### src/rtl/negedge_capture_bank_if.sv
// Channel bus for negedge_capture_bank: enables, modes, data in/out, flags.
// Parity signals exist only when CAPTURE_PARITY_EN is defined.
interface negedge_capture_bank_if #(
   parameter int WIDTH    = 32,
   parameter int CHANNELS = 4
);
   logic [CHANNELS-1:0]       ch_en;
   logic [CHANNELS-1:0]       clr_mode;
   logic [CHANNELS*WIDTH-1:0] data_in;
   logic [CHANNELS*WIDTH-1:0] data_out;
   logic [CHANNELS-1:0]       valid;
   logic                      ready;
`ifdef CAPTURE_PARITY_EN
   logic                      parity_odd;
   logic [CHANNELS-1:0]       parity_out;

   modport master (
      output ch_en, clr_mode, data_in, parity_odd,
      input  data_out, valid, ready, parity_out
   );
   modport slave (
      input  ch_en, clr_mode, data_in, parity_odd,
      output data_out, valid, ready, parity_out
   );
`else
   modport master (
      output ch_en, clr_mode, data_in,
      input  data_out, valid, ready
   );
   modport slave (
      input  ch_en, clr_mode, data_in,
      output data_out, valid, ready
   );
`endif
endinterface

### src/rtl/negedge_capture_bank.sv
// Falling-edge multi-channel capture bank with warm-up gating and per-channel clear/hold.
// Optional per-channel parity output is enabled by defining CAPTURE_PARITY_EN.
module negedge_capture_bank #(
   parameter int WIDTH    = 32,
   parameter int CHANNELS = 4,
   parameter int WARMUP   = 3
) (
   input  logic                    clk,
   input  logic                    rst,
   negedge_capture_bank_if.slave   bus
);

   localparam logic [7:0] WARM = 8'(WARMUP);

   logic [7:0]                cnt_p0;
   logic [7:0]                cnt_nxt;
   logic                      ready_p0;
   logic [CHANNELS*WIDTH-1:0] data_p0;
   logic [CHANNELS*WIDTH-1:0] data_nxt;
   logic [CHANNELS-1:0]       vld_p0;
   logic [CHANNELS-1:0]       vld_nxt;
`ifdef CAPTURE_PARITY_EN
   logic [CHANNELS-1:0]       par_p0;
   logic [CHANNELS-1:0]       par_nxt;

   // Inversion only applies to words that are being marked valid.
   function automatic logic parity_calc(input logic [WIDTH-1:0] d, input logic odd);
      return (^d) ^ odd;
   endfunction
`endif

   always_comb begin
      cnt_nxt = cnt_p0;
      if (cnt_p0 != WARM) cnt_nxt = cnt_p0 + 8'd1;
   end

   // Channel decisions use the ready registered before this edge.
   always_comb begin
      data_nxt = data_p0;
      vld_nxt  = vld_p0;
`ifdef CAPTURE_PARITY_EN
      par_nxt  = par_p0;
`endif
      for (int i = 0; i < CHANNELS; i++) begin
         if (!ready_p0 || (!bus.ch_en[i] && bus.clr_mode[i])) begin
            data_nxt[i*WIDTH +: WIDTH] = '0;
            vld_nxt[i]                 = 1'b0;
`ifdef CAPTURE_PARITY_EN
            par_nxt[i]                 = 1'b0;
`endif
         end else if (bus.ch_en[i]) begin
            data_nxt[i*WIDTH +: WIDTH] = bus.data_in[i*WIDTH +: WIDTH];
            vld_nxt[i]                 = 1'b1;
`ifdef CAPTURE_PARITY_EN
            par_nxt[i] = parity_calc(bus.data_in[i*WIDTH +: WIDTH], bus.parity_odd);
`endif
         end
      end
   end

   // p0: single falling-edge register stage for counter, flags and data
   always_ff @(negedge clk) begin
      if (rst) begin
         cnt_p0   <= '0;
         ready_p0 <= 1'b0;
         data_p0  <= '0;
         vld_p0   <= '0;
`ifdef CAPTURE_PARITY_EN
         par_p0   <= '0;
`endif
      end else begin
         cnt_p0   <= cnt_nxt;
         ready_p0 <= (cnt_nxt == WARM);
         data_p0  <= data_nxt;
         vld_p0   <= vld_nxt;
`ifdef CAPTURE_PARITY_EN
         par_p0   <= par_nxt;
`endif
      end
   end

   assign bus.ready    = ready_p0;
   assign bus.data_out = data_p0;
   assign bus.valid    = vld_p0;
`ifdef CAPTURE_PARITY_EN
   assign bus.parity_out = par_p0;
`endif

endmodule

### src/flat_wrapper.sv
// flat-port wrapper written by rule: the top's interface ports become plain ports
module negedge_capture_bank_flat 
#(
   parameter int WIDTH    = 32,
   parameter int CHANNELS = 4,
   parameter int WARMUP   = 3
)
  (clk, rst, bus_ch_en, bus_clr_mode, bus_data_in, bus_data_out, bus_valid, bus_ready);
  negedge_capture_bank_if #(.WIDTH(WIDTH), .CHANNELS(CHANNELS)) bus_i ();
  input  logic clk;
  input  logic rst;
  input wire logic [$bits(bus_i.ch_en)-1:0] bus_ch_en;
  input wire logic [$bits(bus_i.clr_mode)-1:0] bus_clr_mode;
  input wire logic [$bits(bus_i.data_in)-1:0] bus_data_in;
  output wire logic [$bits(bus_i.data_out)-1:0] bus_data_out;
  output wire logic [$bits(bus_i.valid)-1:0] bus_valid;
  output wire logic [$bits(bus_i.ready)-1:0] bus_ready;
  assign bus_i.ch_en = bus_ch_en;
  assign bus_i.clr_mode = bus_clr_mode;
  assign bus_i.data_in = bus_data_in;
  assign bus_data_out = bus_i.data_out;
  assign bus_valid = bus_i.valid;
  assign bus_ready = bus_i.ready;
  negedge_capture_bank #(.WIDTH(WIDTH), .CHANNELS(CHANNELS), .WARMUP(WARMUP)) u_core (.clk(clk), .rst(rst), .bus(bus_i));
endmodule
### config.mk
export PLATFORM = sky130hd
export DESIGN_NAME = negedge_capture_bank_flat
export DESIGN_NICKNAME = d
export VERILOG_FILES = /design/src/rtl/negedge_capture_bank_if.sv /design/src/rtl/negedge_capture_bank.sv /design/src/flat_wrapper.sv
export SDC_FILE = /design/constraint.sdc
export NUM_CORES = 1
export LEC_CHECK = 0
export BUFFER_PORTS_ARGS = -buffer_cell sky130_fd_sc_hd__buf_2
export CAP_MARGIN = 40
export CORE_UTILIZATION = 40
export DETAILED_ROUTE_END_ITERATION = 8
export GPL_TIMING_DRIVEN = 0
export PLACE_DENSITY = 0.75
export SETUP_SLACK_MARGIN = 0.5
export SLEW_MARGIN = 20
export SYNTH_ARGS = -nofsm -noshare
export SYNTH_HDL_FRONTEND = slang
export SYNTH_SLANG_ARGS = --single-unit
### constraint.sdc
create_clock -name clk -period 1.35 [get_ports clk]
set_input_delay 0 -clock clk [delete_from_list [all_inputs] [get_ports clk]]
set_output_delay 0 -clock clk [all_outputs]
set_load 0.1 [all_outputs]
==> results.txt, run 1 <==
status - stopped before the end
Fail Step - global routing
stop err - [ERROR GRT-0232] Routing congestion too high. Check the congestion heatmap in the GUI.
I/O Buffers - 266
pre-CTS worst setup slack - -0.389 ns
synthesized net count - 625
register bit total from synthesis - 141
Hold Buf Count CTS - 0
All-Layer GR Usage - 88.4%
Initial Util - 41.6%
DP Wirelength - 10,300 microns
H-tree levels - 4
clk buf depth - 2
synth warn - 0
clk sinks - 141
worst_ep kind - primary output
total CTS buffers - 17
Final GP Congestion - 0.785
post-GRT worst EP - bus_data_out[112]
IO Pins - 271
sequential share of the synthesized area - 55.6%
Mapped Cells - 486
pin count of the biggest net entering global routing - 17
syn avg cell area - 10.5 sq um
placed cell count - 920
std cell rows - 40
Die Y - 115 microns
Synth cell types - 28
CTS root buffer - clkbuf_16
initial antenna violation count - 8
Cell Area, Synth - 0.00508 sq mm
GRT overflow - 551
Die X - 115 microns
cell families after synthesis:
| group | after synthesis | synth area share, % |
|---|---|---|
| xor gates and xnor gates | 7 | 1.21 |
| and+or+nand+nor | 166 | 13.7 |
| DFF | 141 | 55.6 |
| muxes | 129 | 25.4 |
| adders and majority gates | 1 | 0.246 |
| AOI/OAI and AO/OA | 7 | 0.788 |
| buffers and inverters | 35 | 3.13 |
what timing repair did:
action,CTS
gates cloned,12
pin swaps,9
endpoints found under the setup margin,274
gates resized for setup,621
setup buffers,14
cells in the mapped netlist:
| library cell | n | area (sq um) |
|---|---|---|
| nor2_1 | 143 | 537 |
| dfxtp_1 | 141 | 2820 |
| mux2i_1 | 129 | 1290 |
| buf_2 | 16 | 80.1 |
| clkbuf_1 | 13 | 48.8 |
| nand2_1 | 6 | 22.5 |
| inv_1 | 5 | 18.8 |
| o21ai_1 | 4 | 20.0 |
| xor2_1 | 4 | 35.0 |
| nand4_1 | 3 | 18.8 |
| xnor2_1 | 3 | 26.3 |
| a21oi_1 | 2 | 10.0 |
| nor3_1 | 2 | 10.0 |
| a222oi_1 | 1 | 10.0 |
| and2_1 | 1 | 6.26 |
| and3_1 | 1 | 6.26 |
| and3_2 | 1 | 7.51 |
| buf_6 | 1 | 11.3 |
| ha_1 | 1 | 12.5 |
| nand3_1 | 1 | 5.00 |
| nand3_4 | 1 | 17.5 |
| nand3b_1 | 1 | 7.51 |
| nor2_2 | 1 | 6.26 |
| nor2b_1 | 1 | 6.26 |
| nor3b_1 | 1 | 7.51 |
| nor3b_2 | 1 | 12.5 |
| nor4b_1 | 1 | 8.76 |
| nor4b_2 | 1 | 15.0 |
metal layers:
layer	overflow	global-route usage, %
met1	1	77.3
met5	0	20.7
met4	200	108
met3	2	73.8
met2	348	111
through the flow:
stage	TNS (ns)	hold slack, ns	instance area [sq um]
after floorplan	-0.0623	0.457	5960
after CTS	-40.26	0.458	11100
after detailed placement	-45.47	0.469	7500
after global placement	-43.03	0.464	7500
==> run 2, diff against run 1 <==
Settings changed: PLACE_DENSITY 0.75 to not set, PLACE_DENSITY_LB_ADDON set to 0.15, SETUP_SLACK_MARGIN 0.5 to not set.
Clock period 1.35 ns to 1.75 ns, I/O delays scaled along.
==> run 2 against run 1 <==
The flow now finishes, with violations (negative setup slack); area after synthesis is the same; synthesized cell count is the same.
==> results.txt, run 2 <==
status - complete, but fails checks
violated checks - negative setup slack
Diodes inserted - 0
placed cell count - 920
Final WS setup - -0.142 ns
Synth cell types - 28
CTS tree - yes
CP Max Fanout - 2
WP buf/inv - 1
number of synthesized flops with an enable pin - 0
vias per cell - 4.76
CTS root buffer - clkbuf_16
Final Hold Fails - 0
Die X - 115 microns
synthesized net count - 625
DR pass1 iterations - 4
DP Wirelength - 9880 microns
CP Capture Type - output pin
fin nets - 1,059
ys flop type - dfxtp_1
Avg WL per Cell - 16.7 microns
Min Hold Slack - 0.477 ns
crit-path max cell delay - 0.36 ns
number of routed nets with antenna violations - 0
clk buf depth - 2
register bit total from synthesis - 141
critical path cell sequence - buf_12
multi-input logic area - 0.00211 sq mm
die area - 0.0132 sq mm
top-count cell post-synth - nor2_1
Req. time, crit path - 1.75 ns
first-pass GRT wire length - 27,700 microns
Crit path depth - 1
CP Class - flip-flop to output pin
Final GP Congestion - 0.771
clk sinks - 141
Post-Layout Inst Area - 0.0101 sq mm
synth cell count leaders - 143 x nor2_1, 141 x dfxtp_1, 129 x mux2i_1, 16 x buf_2, 13 x clkbuf_1
Mapped Cells - 486
reg2reg path depth - 5
vias in the first global route - 5,951
final setup fails - 133
P_leak - 0.00500 uW
GRT overflow - 0
Data arrival, critical path - 1.89 ns
Cell Area, Synth - 0.00508 sq mm
Clock Latency Late Sink - 0.48 ns
Initial Util - 41.6%
commonest non-fill, non-tap cell in the layout - inv_1
Hold Path Class - flip-flop to flip-flop
initial DRC count - 213
fin. max-slew vios - 0
pin count of the biggest net entering global routing - 17
synth warn - 0
worst hold path depth - 2
H-tree levels - 4
most frequent cells in the layout - 150 x inv_1, 149 x buf_2, 143 x nor2_1, 133 x buf_12, 129 x mux2i_1
Worst slew margin - 67.0%
syn avg cell area - 10.5 sq um
final WL - 18,400 microns
dpl cell area - 0.00679 sq mm
Worst-Margin Slew - 0.495 ns
initial antenna violation count - 0
Die Y - 115 microns
Power Total - 10,600 uW
post-synth top area share - 55.6%
CP startpoint kind - flip-flop
CTS clk-pin slew, worst paths - 0.07 ns
Clock Skews - 0.0296 ns
Post-route DRC - 0
Layout Cells excl Fill - 1,101
Critical Path Slowest Stage Cell - dfxtp_2
P per Cell Area - 1050 mW/mm^2
Crit path max-delay family - flip-flops
unrepaired setup endpoints after global routing - true
std cell rows - 40
I/O Buffers - 266
All-Layer GR Usage - 27.5%
sequential share of the synthesized area - 55.6%
IO Pins - 271
FF+latch area - 0.00302 sq mm
final core occ - 82.5%
filler instances - 644
Synth area leaders - dfxtp_1 56%, mux2i_1 25%, nor2_1 11%
largest area contributor in the netlist - dfxtp_1
Async SR Flop Fraction - 0%
share of cells above drive strength 1 - 49.4%
Max IR drop VDD - 0.690 mV
max-capacitance violation count - 0
total CTS buffers - 17
CORE AREA - 0.0122 sq mm
via count - 5,244
area added between synthesis and finish - 98.2%
max reg flops - 128
==> run 2: cell counts after synthesis <==
Identical to the previous run, type by type.
==> run 2: through the flow <==
step	setup TNS [ns]	setup slack, ns
after floorplan	-5.09	-0.0424
after global placement	-87.47	-0.764
after detailed placement	-89.05	-0.777
after CTS	-13.36	-0.130
after global routing	-16.83	-0.169
final	-12.63	-0.142
==> run 2: final cells by class <==
class | count | share of cell area, %
Clock inverter | 156 | 7.45
Inverter | 4 | 0.149
Clock buffer | 17 | 4.22
Multi-Input combinational cell | 310 | 21.0
Timing Repair Buffer | 275 | 33.7
Tap cell | 168 | 2.09
Buffer | 30 | 1.40
Sequential cell | 141 | 30.0
==> run 2: repair_timing <==
action	4_1_cts	5_1_grt
gates resized for setup	535	16
buffers inserted	3	6
pin swaps	0	0
endpoints found under the hold margin	0	0
endpoints found under the setup margin	253	158
hold buffers	0	0
==> run 2: cell families after synthesis <==
group                      after synthesis  synth area share, %
muxes                                  129                 25.4
AOI/OAI and AO/OA                        7                0.788
DFF                                    141                 55.6
and+or+nand+nor                        166                 13.7
adders and majority gates                1                0.246
xor gates and xnor gates                 7                 1.21
buffers and inverters                   35                 3.13
==> run 2: worst paths after layout <==
check / startpoint / slack (ns) / to
max: u_core.bus.data_out[5] / -0.14 / bus_data_out[5]
min: u_core.cnt_p0[1] / 0.48 / u_core.cnt_p0[1]
max reg2reg: u_core.cnt_p0[0] / 0.09 / u_core.bus.ready
min reg2reg: u_core.cnt_p0[1] / 0.48 / u_core.cnt_p0[1]
==> run 2: power breakdown <==
part | switching (uW) | internal, uW
logic | 1050 | 655
clock network | 2330 | 3080
registers | 117 | 3340
==> run 2: worst reg2reg max path: cells and delay by family, from the launching register on <==
family | cells | cell delay [ns]
fa+ha+maj | 1 | 0.25
simple gates | 3 | 0.55
compound gates | 1 | 0.35
flops | 1 | 0.38
==> run 2: per-layer routing <==
| metal | GRT usage, % | routed length (microns) | part of all wire, % |
|---|---|---|---|
| met4 | 17.2 | 607 | 3.3 |
| met5 | 0 | 0 | 0 |
| met2 | 52.4 | 10200 | 55 |
| met3 | 12.7 | 1340 | 7.3 |
| met1 | 22.7 | 6300 | 34 |
Note: power is estimated with default switching activity, not from simulation.
==> run 3, diff against run 2 <==
Settings changed: BUFFER_PORTS_ARGS -buffer_cell sky130_fd_sc_hd__buf_2 to not set, DONT_BUFFER_PORTS set to 1.
==> run 3 against run 2 <==
The flow still finishes with violations (negative setup slack); design area down 31%; power fell by 12%; sequential power rose by 13%; global-route usage shrank 8.6 points; hold slack better by 0.0015 ns; die area is the same; via count shrank 25%; critical endpoint is now bus_data_out[48]; highest routed layer unchanged.
==> results.txt, run 3 (synthesis gave the netlist of run 2 again) <==
Initial Util - 41.6%
Clock Latency Late Sink - 0.44 ns
DR pass1 iterations - 4
share of cells above drive strength 1 - 29.2%
CTS clk-pin slew, worst paths - 0.05 ns
Clock Skews - 0.0136 ns
status - complete, but fails checks
Worst-Margin Slew - 0.470 ns
I/O Buffers - 0
DP Wirelength - 8790 microns
Avg WL per Cell - 15.3 microns
dpl cell area - 0.00546 sq mm
std cell rows - 40
unrepaired setup endpoints after global routing - true
Req. time, crit path - 1.75 ns
CP startpoint kind - flip-flop
switch share - 35.6%
Min Hold Slack - 0.479 ns
CP Max Fanout - 2
fin nets - 785
Final GP Congestion - 0.772
P per Cell Area - 1340 mW/mm^2
max reg flops - 128
final WL - 12,600 microns
Final WS setup - -0.117 ns
placed cell count - 654
most frequent cells in the layout - 146 x inv_1, 143 x nor2_1, 133 x dfxtp_4, 129 x mux2i_1, 17 x clkbuf_16
Post-route DRC - 0
initial antenna violation count - 0
Die X - 115 microns
clk buf depth - 2
clock power share - 52.4%
All-Layer GR Usage - 18.9%
area added between synthesis and finish - 36.6%
Comb pwr share - 5.5%
TNS Setup - -11.99 ns
CP Class - flip-flop to output pin
max-capacitance violation count - 0
via count - 3,953
Hold Buf Count CTS - 0
CP Capture Type - output pin
P_leak - 0.00335 uW
commonest non-fill, non-tap cell in the layout - inv_1
total CTS buffers - 17
CTS root buffer - clkbuf_16
GRT overflow - 0
IO Pins - 271
Diodes inserted - 0
number of routed nets with antenna violations - 0
Post-Layout Inst Area - 0.00694 sq mm
Data arrival, critical path - 1.87 ns
fin. max-slew vios - 0
part of the power in registers - 42.1%
Die Y - 115 microns
first-pass GRT wire length - 19,200 microns
Int Power - 6000 uW
CORE AREA - 0.0122 sq mm
Psw - 3310 uW
initial DRC count - 127
Layout Cells excl Fill - 826
H-tree levels - 4
clk sinks - 141
final core occ - 56.8%
CTS tree - yes
die area - 0.0132 sq mm
pin count of the biggest net entering global routing - 17
vias per cell - 4.79
Worst slew margin - 68.7%
Hold Path Class - flip-flop to flip-flop
final setup fails - 133
Final Hold Fails - 0
Max IR drop VDD - 0.596 mV
violated checks - negative setup slack
vias in the first global route - 4,316
-- run 3: cell count changes in the layout (fill, tap and decap cells not counted), sizes merged --
cell	before	now
clkinv	0	5
buf	293	18
bufinv	6	2
clkinvlp	2	0
clkbuf	29	30
-- run 3: power by group through the flow --
stage | combinational [uW] | sequential [uW] | clock, uW
final | 514 | 3920 | 4880
after global routing | 569 | 3930 | 5500
after CTS | 504 | 3920 | 5040
after detailed placement | 499 | 4120 | 490
after global placement | 484 | 4120 | 490
after floorplan | 412 | 4090 | 490
-- run 3: area by class of cell --
cell class	instances	area (sq um)
fillers	1118	5270
flip-flops and latches	141	3320
multi-input cells	310	2110
clock inverters	155	692
clock buffers	17	425
well taps	168	210
plain buffers	30	145
repair buffers	1	20.0
inverters	4	15.0
-- run 3: worst paths after layout --
kind | start | end | slack, ns | depth (start not counted)
setup / recovery | u_core.bus.data_out[48] | bus_data_out[48] | -0.12 | 0
setup reg to reg | u_core.bus.ready | u_core.bus.data_out[16] | 0.10 | 5
hold reg to reg | u_core.cnt_p0[1] | u_core.cnt_p0[1] | 0.48 | 2
hold / removal | u_core.cnt_p0[1] | u_core.cnt_p0[1] | 0.48 | 2
-- run 3: worst min-delay path: stages (launching register included) --
cell and delay, ns:
dfxtp_1 0.31, nand2_1 0.06, a21oi_1 0.05
-- run 3: repair_timing --
item / CTS / global route
setup buffers: 0 / 1
gates resized for setup: 135 / 9
hold endpoints to repair: 0 / 0
setup endpoints to repair: 265 / 184
cloned: 0 / 0
-- run 3: layer usage --
layer | global-route usage (%) | wire length [microns]
met1 | 17.1 | 4610
met2 | 32.2 | 6760
met3 | 11.3 | 1180
met4 | 11.6 | 89
met5 | 0 | 0
-- run 3: per-stage QoR --
stage	power [uW]	setup slack, ns
3_5_place_dp	5110	-0.753
6_report	9320	-0.117
5_1_grt	10000	-0.156
3_3_place_gp	5090	-0.709
2_1_floorplan	4990	-0.0424
4_1_cts	9470	-0.137
==> run 4, diff against run 3 <==
Settings changed: HOLD_SLACK_MARGIN set to 0.05, PLACE_DENSITY set to 0.51, PLACE_DENSITY_LB_ADDON 0.15 to not set.
==> run 4 against run 3 <==
The flow still finishes with violations (negative setup slack); via count hardly changed; critical path depth stayed put; clock skew is 0.011 ns higher; design area is 0.25% higher; power is 1.7% higher; largest cell class unchanged.
==> results.txt, run 4 (synthesis gave the netlist of run 2 again) <==
status - complete, but fails checks
violated checks - negative setup slack
Post-route DRC - 0
Min Hold Slack - 0.473 ns
CTS clk-pin slew, worst paths - 0.06 ns
All-Layer GR Usage - 18.4%
vias in the first global route - 4,204
CP startpoint kind - flip-flop
final setup fails - 133
initial antenna violation count - 0
reg2reg path depth - 4
DP Wirelength - 8730 microns
commonest non-fill, non-tap cell in the layout - inv_1
Hold Path Class - flip-flop to flip-flop
via count - 3,952
I/O Buffers - 0
first-pass GRT wire length - 18,400 microns
initial DRC count - 98
CP Max Fanout - 2
total CTS buffers - 17
CORE AREA - 0.0122 sq mm
CP Capture Type - output pin
P per Cell Area - 1360 mW/mm^2
dpl cell area - 0.00546 sq mm
Data arrival, critical path - 1.88 ns
setup bufs post-CTS - 0
reg2reg setup slack - 0.13 ns
worst hold path depth - 2
clk buf depth - 2
Req. time, crit path - 1.75 ns
CP Class - flip-flop to output pin
Final WS setup - -0.127 ns
CTS tree - yes
die area - 0.0132 sq mm
clk sinks - 141
GRT overflow - 0
share of cells above drive strength 1 - 29.2%
Die Y - 115 microns
Worst slew margin - 71.3%
number of routed nets with antenna violations - 0
fin nets - 784
Layout Cells excl Fill - 826
Initial Util - 41.6%
std cell rows - 40
pin count of the biggest net entering global routing - 17
Clock Skews - 0.0250 ns
most frequent cells in the layout - 147 x inv_1, 143 x nor2_1, 133 x dfxtp_4, 129 x mux2i_1, 17 x clkbuf_16
H-tree levels - 4
Crit path depth - 0
Hold Buf Count CTS - 0
Post-Layout Inst Area - 0.00696 sq mm
area added between synthesis and finish - 36.9%
Avg WL per Cell - 15.1 microns
Die X - 115 microns
Diodes inserted - 0
placed cell count - 654
DR pass1 iterations - 4
Clock Latency Late Sink - 0.46 ns
Max IR drop VDD - 0.671 mV
max reg flops - 128
final WL - 12,500 microns
Final Hold Fails - 0
max-capacitance violation count - 0
fin. max-slew vios - 0
CTS root buffer - clkbuf_16
Worst-Margin Slew - 0.430 ns
P_leak - 0.00335 uW
vias per cell - 4.78
Final GP Congestion - 0.729
IO Pins - 271
unrepaired setup endpoints after global routing - true
final core occ - 57.0%
run 4: cell type report:
class,instances,area (sq um)
Fill cell,1166,5260
Sequential cell,141,3320
Multi-Input combinational cell,310,2110
Clock inverter,156,728
Clock buffer,17,425
Tap cell,168,210
Buffer,30,145
Inverter,4,15.0
run 4: power by group:
part | total, uW | switching (uW) | leakage [uW] | internal (uW)
logic | 500 | 278 | 0.00106 | 222
registers | 3920 | 715 | 0.00124 | 3210
clock network | 5050 | 2130 | 0.00105 | 2920
total | 9470 | 3120 | 0.00335 | 6350
run 4: path summary, 6_finish.rpt:
kind                     from                       to
max          u_core.bus.ready                bus_ready
min          u_core.cnt_p0[1]         u_core.cnt_p0[1]
max reg2reg  u_core.bus.ready  u_core.bus.data_out[92]
min reg2reg  u_core.cnt_p0[1]         u_core.cnt_p0[1]
run 4: through the flow:
stage / setup TNS [ns] / total power (uW) / setup slack, ns
6_report: -12.54 / 9470 / -0.127
5_1_grt: -16.64 / 10100 / -0.165
4_1_cts: -15.12 / 9670 / -0.135
3_5_place_dp: -61.24 / 5100 / -0.542
3_3_place_gp: -61.85 / 5090 / -0.520
2_1_floorplan: -5.09 / 4990 / -0.0424
run 4: routing by layer:
layer | vias up | GRT usage [%] | share of wire, %
met5 | - | 0 | 0
met4 | 0 | 15.1 | 1.8
met3 | 18 | 10.2 | 9.2
met2 | 174 | 30.9 | 53
met1 | 1828 | 16.3 | 36
li1 | 1932 | - | -
run 4: what timing repair did:
action / in CTS / in global routing
gates resized for setup: 135 / 10
pin swaps: 0 / 0
setup endpoints to repair: 265 / 150
